===== config.mk =====
export PLATFORM = sky130hd
export DESIGN_NAME = sram_bus_arbiter_flat
export DESIGN_NICKNAME = d
export VERILOG_FILES = /design/src/rtl/sram_bus_arbiter_if.sv /design/src/rtl/sram_bus_arbiter.sv /design/src/flat_wrapper.sv
export SDC_FILE = /design/constraint.sdc
export NUM_CORES = 1
export LEC_CHECK = 0
export ABC_AREA = 1
export BUFFER_PORTS_ARGS = -buffer_cell sky130_fd_sc_hd__buf_2
export CELL_PAD_IN_SITES_DETAIL_PLACEMENT = 1
export CELL_PAD_IN_SITES_GLOBAL_PLACEMENT = 2
export CORE_UTILIZATION = 29
export DETAILED_ROUTE_END_ITERATION = 12
export GPL_TIMING_DRIVEN = 1
export PLACE_DENSITY = 0.89
export SKIP_CTS_REPAIR_TIMING = 1
export SYNTH_ARGS = -nofsm -noshare
export SYNTH_HDL_FRONTEND = slang
export SYNTH_SLANG_ARGS = --single-unit

===== constraint.sdc =====
create_clock -name clk -period 4 [get_ports clk]
set_input_delay 0.6 -clock clk [delete_from_list [all_inputs] [get_ports clk]]
set_output_delay 0.6 -clock clk [all_outputs]
set_load 0.02 [all_outputs]

===== src/rtl/sram_bus_arbiter_if.sv =====
// sram_bus_arbiter_if
//   Bundles every signal that crosses the arbiter boundary except clock and reset.
//   CPU instruction-fetch port: i_req, i_addr, i_rdata, i_stall
//   CPU data port:              d_req, d_we, d_addr, d_wdata, d_mask, d_rdata, d_stall
//   Controller bus:             read_op, write_op, bus_addr, bus_data_write, byte_mask,
//                               bus_data_read, bus_stall
//   Status:                     timeout_err, grant_dbg
//   modport slave  - the arbiter itself (serves the two CPU masters, drives the controller)
//   modport master - the environment: both CPU masters plus the SRAM controller
interface sram_bus_arbiter_if;
  logic        i_req;
  logic [19:0] i_addr;
  logic [31:0] i_rdata;
  logic        i_stall;

  logic        d_req;
  logic        d_we;
  logic [19:0] d_addr;
  logic [31:0] d_wdata;
  logic [3:0]  d_mask;
  logic [31:0] d_rdata;
  logic        d_stall;

  logic        read_op;
  logic        write_op;
  logic [19:0] bus_addr;
  logic [31:0] bus_data_write;
  logic [3:0]  byte_mask;
  logic [31:0] bus_data_read;
  logic        bus_stall;

  logic        timeout_err;
  logic [1:0]  grant_dbg;

  modport slave (
    input  i_req, i_addr, d_req, d_we, d_addr, d_wdata, d_mask, bus_data_read, bus_stall,
    output i_rdata, i_stall, d_rdata, d_stall, read_op, write_op, bus_addr, bus_data_write,
           byte_mask, timeout_err, grant_dbg
  );

  modport master (
    output i_req, i_addr, d_req, d_we, d_addr, d_wdata, d_mask, bus_data_read, bus_stall,
    input  i_rdata, i_stall, d_rdata, d_stall, read_op, write_op, bus_addr, bus_data_write,
           byte_mask, timeout_err, grant_dbg
  );
endinterface


===== src/rtl/sram_bus_arbiter.sv =====
// sram_bus_arbiter
//   Two-master arbiter sitting directly in front of the SRAM controller. The data port
//   normally wins contention, but after STREAK_MAX consecutive data grants taken while an
//   instruction fetch was waiting, the fetch port is served. Every transaction is followed
//   by one idle cycle before the next grant. A watchdog raises a sticky timeout_err when a
//   granted operation stays stalled for TIMEOUT_CYCLES cycles (the operation is not aborted).
//   Ports:
//     clk    - system clock, rising edge
//     rst_n  - asynchronous active-low reset
//     bus    - sram_bus_arbiter_if.slave: both CPU ports, the controller bus and status
module sram_bus_arbiter #(
  parameter int STREAK_MAX     = 4,
  parameter int TIMEOUT_CYCLES = 1024
) (
  input  logic              clk,
  input  logic              rst_n,
  sram_bus_arbiter_if.slave bus
);

  localparam int                WDOG_W     = $clog2(TIMEOUT_CYCLES + 1);
  localparam logic [3:0]        STREAK_LIM = 4'(STREAK_MAX);
  localparam logic [WDOG_W-1:0] WDOG_LIM   = WDOG_W'(TIMEOUT_CYCLES);

  typedef enum logic [1:0] {
    IDLE  = 2'b00,
    GNT_I = 2'b01,
    GNT_D = 2'b10
  } state_e;

  state_e            state_q, state_d;
  logic              read_op_q, read_op_d;
  logic              write_op_q, write_op_d;
  logic [19:0]       bus_addr_q, bus_addr_d;
  logic [31:0]       bus_data_write_q, bus_data_write_d;
  logic [3:0]        byte_mask_q, byte_mask_d;
  logic [31:0]       i_rdata_q, i_rdata_d;
  logic [31:0]       d_rdata_q, d_rdata_d;
  logic [3:0]        streak_q, streak_d;
  logic [WDOG_W-1:0] wdog_q, wdog_d;
  logic              timeout_err_q, timeout_err_d;

  logic complete;
  logic data_wins;

  // An op is always asserted while granted, so completion is simply "granted and not stalled".
  assign complete  = (state_q != IDLE) && !bus.bus_stall;
  // Data has priority unless the fetch port has already been passed over STREAK_MAX times.
  assign data_wins = bus.d_req && !(bus.i_req && (streak_q == STREAK_LIM));

  always_comb begin
    state_d          = state_q;
    read_op_d        = read_op_q;
    write_op_d       = write_op_q;
    bus_addr_d       = bus_addr_q;
    bus_data_write_d = bus_data_write_q;
    byte_mask_d      = byte_mask_q;
    i_rdata_d        = i_rdata_q;
    d_rdata_d        = d_rdata_q;
    streak_d         = streak_q;
    wdog_d           = wdog_q;
    timeout_err_d    = timeout_err_q;

    unique case (state_q)
      IDLE: begin
        if (data_wins) begin
          state_d          = GNT_D;
          read_op_d        = !bus.d_we;
          write_op_d       = bus.d_we;
          bus_addr_d       = bus.d_addr;
          bus_data_write_d = bus.d_wdata;
          byte_mask_d      = bus.d_mask;
          // data_wins guarantees streak_q < STREAK_LIM when i_req is high, so +1 cannot overshoot.
          streak_d         = bus.i_req ? (streak_q + 4'd1) : 4'd0;
        end else if (bus.i_req) begin
          state_d          = GNT_I;
          read_op_d        = 1'b1;
          write_op_d       = 1'b0;
          bus_addr_d       = bus.i_addr;
          bus_data_write_d = 32'd0;
          byte_mask_d      = 4'b1111;
          streak_d         = 4'd0;
        end
      end
      GNT_I, GNT_D: begin
        if (complete) begin
          if (state_q == GNT_I) begin
            i_rdata_d = bus.bus_data_read;
          end else if (read_op_q) begin
            d_rdata_d = bus.bus_data_read;
          end
          state_d    = IDLE;
          read_op_d  = 1'b0;
          write_op_d = 1'b0;
          wdog_d     = '0;
        end else if (wdog_q != WDOG_LIM) begin
          // Counter saturates at the limit; the flag is sticky until reset.
          wdog_d = wdog_q + WDOG_W'(1);
          if (wdog_d == WDOG_LIM) begin
            timeout_err_d = 1'b1;
          end
        end
      end
      default: state_d = IDLE;
    endcase
  end

  always_ff @(posedge clk or negedge rst_n) begin
    if (!rst_n) begin
      state_q          <= IDLE;
      read_op_q        <= 1'b0;
      write_op_q       <= 1'b0;
      bus_addr_q       <= 20'd0;
      bus_data_write_q <= 32'd0;
      byte_mask_q      <= 4'd0;
      i_rdata_q        <= 32'd0;
      d_rdata_q        <= 32'd0;
      streak_q         <= 4'd0;
      wdog_q           <= '0;
      timeout_err_q    <= 1'b0;
    end else begin
      state_q          <= state_d;
      read_op_q        <= read_op_d;
      write_op_q       <= write_op_d;
      bus_addr_q       <= bus_addr_d;
      bus_data_write_q <= bus_data_write_d;
      byte_mask_q      <= byte_mask_d;
      i_rdata_q        <= i_rdata_d;
      d_rdata_q        <= d_rdata_d;
      streak_q         <= streak_d;
      wdog_q           <= wdog_d;
      timeout_err_q    <= timeout_err_d;
    end
  end

  assign bus.read_op        = read_op_q;
  assign bus.write_op       = write_op_q;
  assign bus.bus_addr       = bus_addr_q;
  assign bus.bus_data_write = bus_data_write_q;
  assign bus.byte_mask      = byte_mask_q;
  assign bus.timeout_err    = timeout_err_q;
  assign bus.grant_dbg      = (state_q == GNT_I) ? 2'b01 :
                              (state_q == GNT_D) ? 2'b10 : 2'b00;

  // A requester is released only in its own completion cycle.
  assign bus.i_stall = bus.i_req && !((state_q == GNT_I) && complete);
  assign bus.d_stall = bus.d_req && !((state_q == GNT_D) && complete);

  // Read data is forwarded in the completion cycle so the master can use it without waiting.
  assign bus.i_rdata = ((state_q == GNT_I) && complete) ? bus.bus_data_read : i_rdata_q;
  assign bus.d_rdata = ((state_q == GNT_D) && complete && read_op_q) ? bus.bus_data_read
                                                                      : d_rdata_q;

endmodule


===== src/flat_wrapper.sv =====
// flat-port wrapper written by rule: the top's interface ports become plain ports
module sram_bus_arbiter_flat 
#(
  parameter int STREAK_MAX     = 4,
  parameter int TIMEOUT_CYCLES = 1024
)
  (clk, rst_n, bus_i_req, bus_i_addr, bus_d_req, bus_d_we, bus_d_addr, bus_d_wdata, bus_d_mask, bus_bus_data_read, bus_bus_stall, bus_i_rdata, bus_i_stall, bus_d_rdata, bus_d_stall, bus_read_op, bus_write_op, bus_bus_addr, bus_bus_data_write, bus_byte_mask, bus_timeout_err, bus_grant_dbg);
  sram_bus_arbiter_if bus_i ();
  input  logic clk;
  input  logic rst_n;
  input wire logic [$bits(bus_i.i_req)-1:0] bus_i_req;
  input wire logic [$bits(bus_i.i_addr)-1:0] bus_i_addr;
  input wire logic [$bits(bus_i.d_req)-1:0] bus_d_req;
  input wire logic [$bits(bus_i.d_we)-1:0] bus_d_we;
  input wire logic [$bits(bus_i.d_addr)-1:0] bus_d_addr;
  input wire logic [$bits(bus_i.d_wdata)-1:0] bus_d_wdata;
  input wire logic [$bits(bus_i.d_mask)-1:0] bus_d_mask;
  input wire logic [$bits(bus_i.bus_data_read)-1:0] bus_bus_data_read;
  input wire logic [$bits(bus_i.bus_stall)-1:0] bus_bus_stall;
  output wire logic [$bits(bus_i.i_rdata)-1:0] bus_i_rdata;
  output wire logic [$bits(bus_i.i_stall)-1:0] bus_i_stall;
  output wire logic [$bits(bus_i.d_rdata)-1:0] bus_d_rdata;
  output wire logic [$bits(bus_i.d_stall)-1:0] bus_d_stall;
  output wire logic [$bits(bus_i.read_op)-1:0] bus_read_op;
  output wire logic [$bits(bus_i.write_op)-1:0] bus_write_op;
  output wire logic [$bits(bus_i.bus_addr)-1:0] bus_bus_addr;
  output wire logic [$bits(bus_i.bus_data_write)-1:0] bus_bus_data_write;
  output wire logic [$bits(bus_i.byte_mask)-1:0] bus_byte_mask;
  output wire logic [$bits(bus_i.timeout_err)-1:0] bus_timeout_err;
  output wire logic [$bits(bus_i.grant_dbg)-1:0] bus_grant_dbg;
  assign bus_i.i_req = bus_i_req;
  assign bus_i.i_addr = bus_i_addr;
  assign bus_i.d_req = bus_d_req;
  assign bus_i.d_we = bus_d_we;
  assign bus_i.d_addr = bus_d_addr;
  assign bus_i.d_wdata = bus_d_wdata;
  assign bus_i.d_mask = bus_d_mask;
  assign bus_i.bus_data_read = bus_bus_data_read;
  assign bus_i.bus_stall = bus_bus_stall;
  assign bus_i_rdata = bus_i.i_rdata;
  assign bus_i_stall = bus_i.i_stall;
  assign bus_d_rdata = bus_i.d_rdata;
  assign bus_d_stall = bus_i.d_stall;
  assign bus_read_op = bus_i.read_op;
  assign bus_write_op = bus_i.write_op;
  assign bus_bus_addr = bus_i.bus_addr;
  assign bus_bus_data_write = bus_i.bus_data_write;
  assign bus_byte_mask = bus_i.byte_mask;
  assign bus_timeout_err = bus_i.timeout_err;
  assign bus_grant_dbg = bus_i.grant_dbg;
  sram_bus_arbiter #(.STREAK_MAX(STREAK_MAX), .TIMEOUT_CYCLES(TIMEOUT_CYCLES)) u_core (.clk(clk), .rst_n(rst_n), .bus(bus_i));
endmodule

* Word level (Yosys, flattened, before mapping)
Index checks and enable logic that the tools add are counted.
** Cells by class
- $add $sub $neg :: 2
- Eq/ne operators :: 7
- Multiplexer cells :: 26
- Bitwise gates (word level) :: 2
- Reduce and logical (&&, ||, !) cells :: 26
** Operators by type and width (number)
- 2-to-1 mux 32 bit :: 4
- 2-to-1 mux 20 bit :: 2
- 2-to-1 mux 11 bit :: 2
- 2-to-1 mux 4 bit :: 5
- adder 11 x 1 -> 11 bit, second input constant :: 1
- == test 11 bit, second input constant :: 1
- != test 11 bit, second input constant :: 1
- 2-to-1 mux 2 bit :: 5
- logical AND 1 bit :: 8
- AND reduction 4 bit :: 2
- nonzero test 2 bit :: 4
- AND reduction 2 bit :: 3
- AND reduction 3 bit :: 2
- logical NOT 1 bit :: 5
- 2-to-1 mux 1 bit :: 5
- adder 4 x 1 -> 4 bit, second input constant :: 1
- == test 4 x 3 -> 1 bit, second input constant :: 1
- case mux 1 bit (2 select lines) :: 2
- case mux 2 bit (2 select lines) :: 1
- != test 3 x 2 -> 1 bit, second input constant :: 1
- == test 2 x 1 -> 1 bit, second input constant :: 1
- == test 2 bit, second input constant :: 1
- logical NOT 2 bit :: 1
- != test 2 x 1 -> 1 bit, second input constant :: 1
- other kinds (2) :: 3
** Storage, ports and cells
- Register bits after elaboration :: 140
- Input port bits :: 114
- Output and inout port bits :: 127
- Logic and storage cells :: 74

* Logic depth before layout (Yosys ltp)
- Depth after elaboration :: 6
- Depth in mapped cells :: 11
- Mapped depth without buffers :: 11

* Worst setup path after synthesis
Ideal clock, no wire load.
- Path type :: register to output
- From :: register u_core.state_q[0]
- To :: output port bus_i_rdata[0]
- Arrival :: 1782 ps
- Required time :: 3400 ps
- Slack :: 1618 ps
- Cell stages (with the launch flop) :: 8
- Path buffers :: 1
- Cell sequence :: dfrtp_1 > inv_1 > ha_1 > or2_4 > clkinv_2 > nand2_2 > clkbuf_1 > o21ai_0
** On the way
- Longest elaborated chain between the ends :: 4
- Elaborated cells between the ends (all ways) :: 5
- Classes of those cells :: eq/ne (1); mux (1); reduce/logical (3)
** RTL lines
- start: declaration :: RTL line sram_bus_arbiter.sv:30 : state_e state_q, state_d;
- start signal: assignment :: RTL line sram_bus_arbiter.sv:121 : state_q <= state_d;
- nonzero test 2 bit :: RTL line sram_bus_arbiter.sv:46 : assign complete = (state_q != IDLE) && !bus.bus_stall;
- logical AND 1 bit :: RTL line sram_bus_arbiter.sv:46
- logical AND 1 bit * :: RTL line sram_bus_arbiter.sv:149 : assign bus.i_rdata = ((state_q == GNT_I) && complete) ? bus.bus_data_read : i_rdata_q;
- 2-to-1 mux 32 bit * :: RTL line sram_bus_arbiter.sv:149
- end: declaration :: RTL line flat_wrapper.sv:20 : output wire logic [$bits(bus_i.i_rdata)-1:0] bus_i_rdata;
Every way passes the cells marked *; elsewhere a longest branch is shown, timed or not.

* Worst setup path in the final report
- From :: register u_core.state_q[0]
- To :: output port bus_i_rdata[9]
Same word-level chain as after synthesis.

==> out/metrics.yaml <==
grt:
  grt_pass1_vias: 5555
  grt_max_degree: 76
  gr-total-overflow: 0
  globalRouteTotalUtil_pct: 16.55
  grt_pass1_wl_um: 28590
  antenna_found_initial: 1
pwr:
  pwr_density_cell_nw_per_um2: 846.8
  design_power_total_w: 0.006840
  p_leak_nw: 4.359
  max-vdd-ir-drop_mv: 0.2440
job:
  cap_violations: 0
placement:
  placed_cells: 1183
  place_congestion: 0.7480
  numPortBuffers: 240
  dpl.hpwl_um: 12690
synth:
  syn_area_per_cell_sq_um: 8.730
  ys_top_cells_by_area: "dfrtp_1 (57%), nand2_1 (15%), o21ai_0 (5.1%), inv_1 (3.8%), o21ai_1 (3.2%)"
  netlist_area_sq_um: 6111
  synth_seq_cells: 140
  ys_types: 30
  synth_warnings: 0
  yosys.area.top_type_share_pct: 57.33
  synth_fa_ha_area_share_pct: 1.638
  synth_top_family_by_area: "simple AND/OR/NAND/NOR gates"
  synthMuxAreaShare_pct: 0
  synth_compound_area_share_pct: 13.35
  synthCells: 700
  synth_nets: 822
  synth-xor-area-share_pct: 0.4300
  synth_top_area_cell: "dfrtp_1"
  synth-seq-area-share_pct: 57.33
  synth-simple-area-share_pct: 19.90
clock_network:
  clk_path_buf_depth: 2
  clk_pin_slew_ns: 0.06
  cts_sinks: 140
  htree_levels: 4
  clk_latency_ns: 0.42
  cts_tree: "done"
  root_buffer: "clkbuf_16"
  cts_buffers: 17
sta:
  fin_worst_skew_ns: 0.01049
  rsz0062_at_grt: "false"
  worstMarginPinSlew_ns: 1.028
  slew_headroom_pct: 31.23
  setup-tns-final_ns: 0
  maxSlewViolCount: 0
  fin_crit_ns: 3.445
  finalSetupViolations: 0
  hold_violations: 0
  hold_ws_ns: 0.1714
  fin_crit_sh_pct: 86.13
  max_freq_ghz: 0.2902
cells_and_area:
  instances_no_fill: 1216
  utilization_pct: 39.54
  finalNetCount: 1054
  synthToLayoutAreaGrowth_pct: 32.19
  layout_commonest_cell: "nand2_1"
  layout_common_cells: "nand2_1 (244), buf_2 (239), dfrtp_1 (140)"
  fillers: 2502
  drive_above_1_share_pct: 31.43
detailed_routing:
  firstDrtPassIters: 4
  wl_um: 17540
  drtIter0Drc: 170
  wire_per_inst_um: 14.42
  viasPerCell: 4.477
  num_vias: 5444
  drtAntennaViolNets: 0
  drc: 0
die:
  die_x_um: 147.2
  ios: 241
  dieArea_sq_um: 21660
  fp-row-count: 52
  initial_utilization_pct: 29.91
  die_h_um: 147.2
  core_area_sq_um: 20430
setup_path:
  end_kind: "output pin"
  critical_path.startpoint: "u_core.state_q[0]$_DFFE_PN0P_"
  arrival_ns: 2.85
  cp-start-kind: "flop"
  reg2reg_from: "u_core.state_q[0]$_DFFE_PN0P_"
  path_class: "reg2out"
  crit_fanout: 64
  required_ns: 3.40
  reg2reg_depth: 6
run_status:
  status: "completed"
min_path:
  hp-class: "in2async"
## area by class of cell
class / count / area, sq um / share of cell area (%)
antenna: 1 / 2.502 / 0.03098
clock buffer: 19 / 442.9 / 5.483
clock inverter: 13 / 117.6 / 1.456
inverter: 67 / 252.7 / 3.129
multi-input combinational: 462 / 2158 / 26.72
sequential: 140 / 3503 / 43.37
tap: 270 / 337.8 / 4.182
timing repair buffer: 244 / 1262 / 15.63
## through the flow
| step | setup slack (ns) | cell area [sq um] |
|---|---|---|
| floorplan | 1.618 | 6111 |
| global placement | 1.078 | 7515 |
| detailed placement | 0.9871 | 7515 |
| CTS | 0.5168 | 8075 |
| global route | 0.2908 | 8078 |
| finish | 0.5547 | 8078 |
## synth_stat cells (all sizes together)
master,count
nand2,249
dfrtp,140
o21ai,108
inv,66
nor2,39
buf,24
a31oi,20
nand3,14
ha,8
o22ai,8
clkbuf,7
a21oi,4
o22a,4
nand4,2
xor2,2
a21boi,1
clkinv,1
nor3,1
or2,1
xnor2,1
## registers in the layout, summed over array words and instances, names as in the netlist
name and count:
u_core.bus.write_op 1, u_core.bus.timeout_err 1, u_core.streak_q 4, u_core.bus.bus_addr 20, u_core.bus.byte_mask 4, u_core.state_q 2
u_core.wdog_q 11, u_core.i_rdata_q 32, u_core.bus.read_op 1, u_core.bus.bus_data_write 32, u_core.d_rdata_q 32
## worst max-delay path, cell delays in order (launching register included)
cell and delay, ns:
dfrtp_1 0.35, inv_1 0.07, ha_1 0.25, or2_4 0.28, clkinv_2 0.09, nand2_2 0.55, o21ai_0 0.55, buf_2 0.24
## where the power goes
part	internal [W]	total [W]	leakage [nW]	switching (W)
logic	0.000940	0.00300	2.33	0.00206
clock network	0.000873	0.00151	0.262	0.000635
registers	0.00204	0.00234	1.76	0.000293
## final timing paths
kind                                                             endpoint  slack [ns]
worst max-delay path                                       bus_i_rdata[9]        0.55
worst min-delay path                     u_core.i_rdata_q[16]$_DFFE_PN0P_        0.17
worst max register to register            u_core.i_rdata_q[9]$_DFFE_PN0P_        1.68
worst min register to register   u_core.bus.bus_data_write[2]$_DFFE_PN0P_        0.46
max in group asynchronous       u_core.bus.bus_data_write[13]$_DFFE_PN0P_        2.93
min in group clk                 u_core.bus.bus_data_write[9]$_DFFE_PN0P_        0.38
## per-layer routing
metal  track usage [%]  wire, um  vias up
met2             26.63      8210      147
met1             21.54      8082     2570
met3             3.913       923       23
met5                 0         0        -
met4             6.237       320        0
li1                  -         -     2704
## cell families after synthesis
kind of cell | count (synthesis)
XOR/XNOR | 3
flip-flops | 140
AND/OR/NAND/NOR | 306
buffers and inverters | 98
adder cells (fa/ha/maj) | 8
AO/OA/AOI/OAI | 145
(Power assumes the default switching activity.)
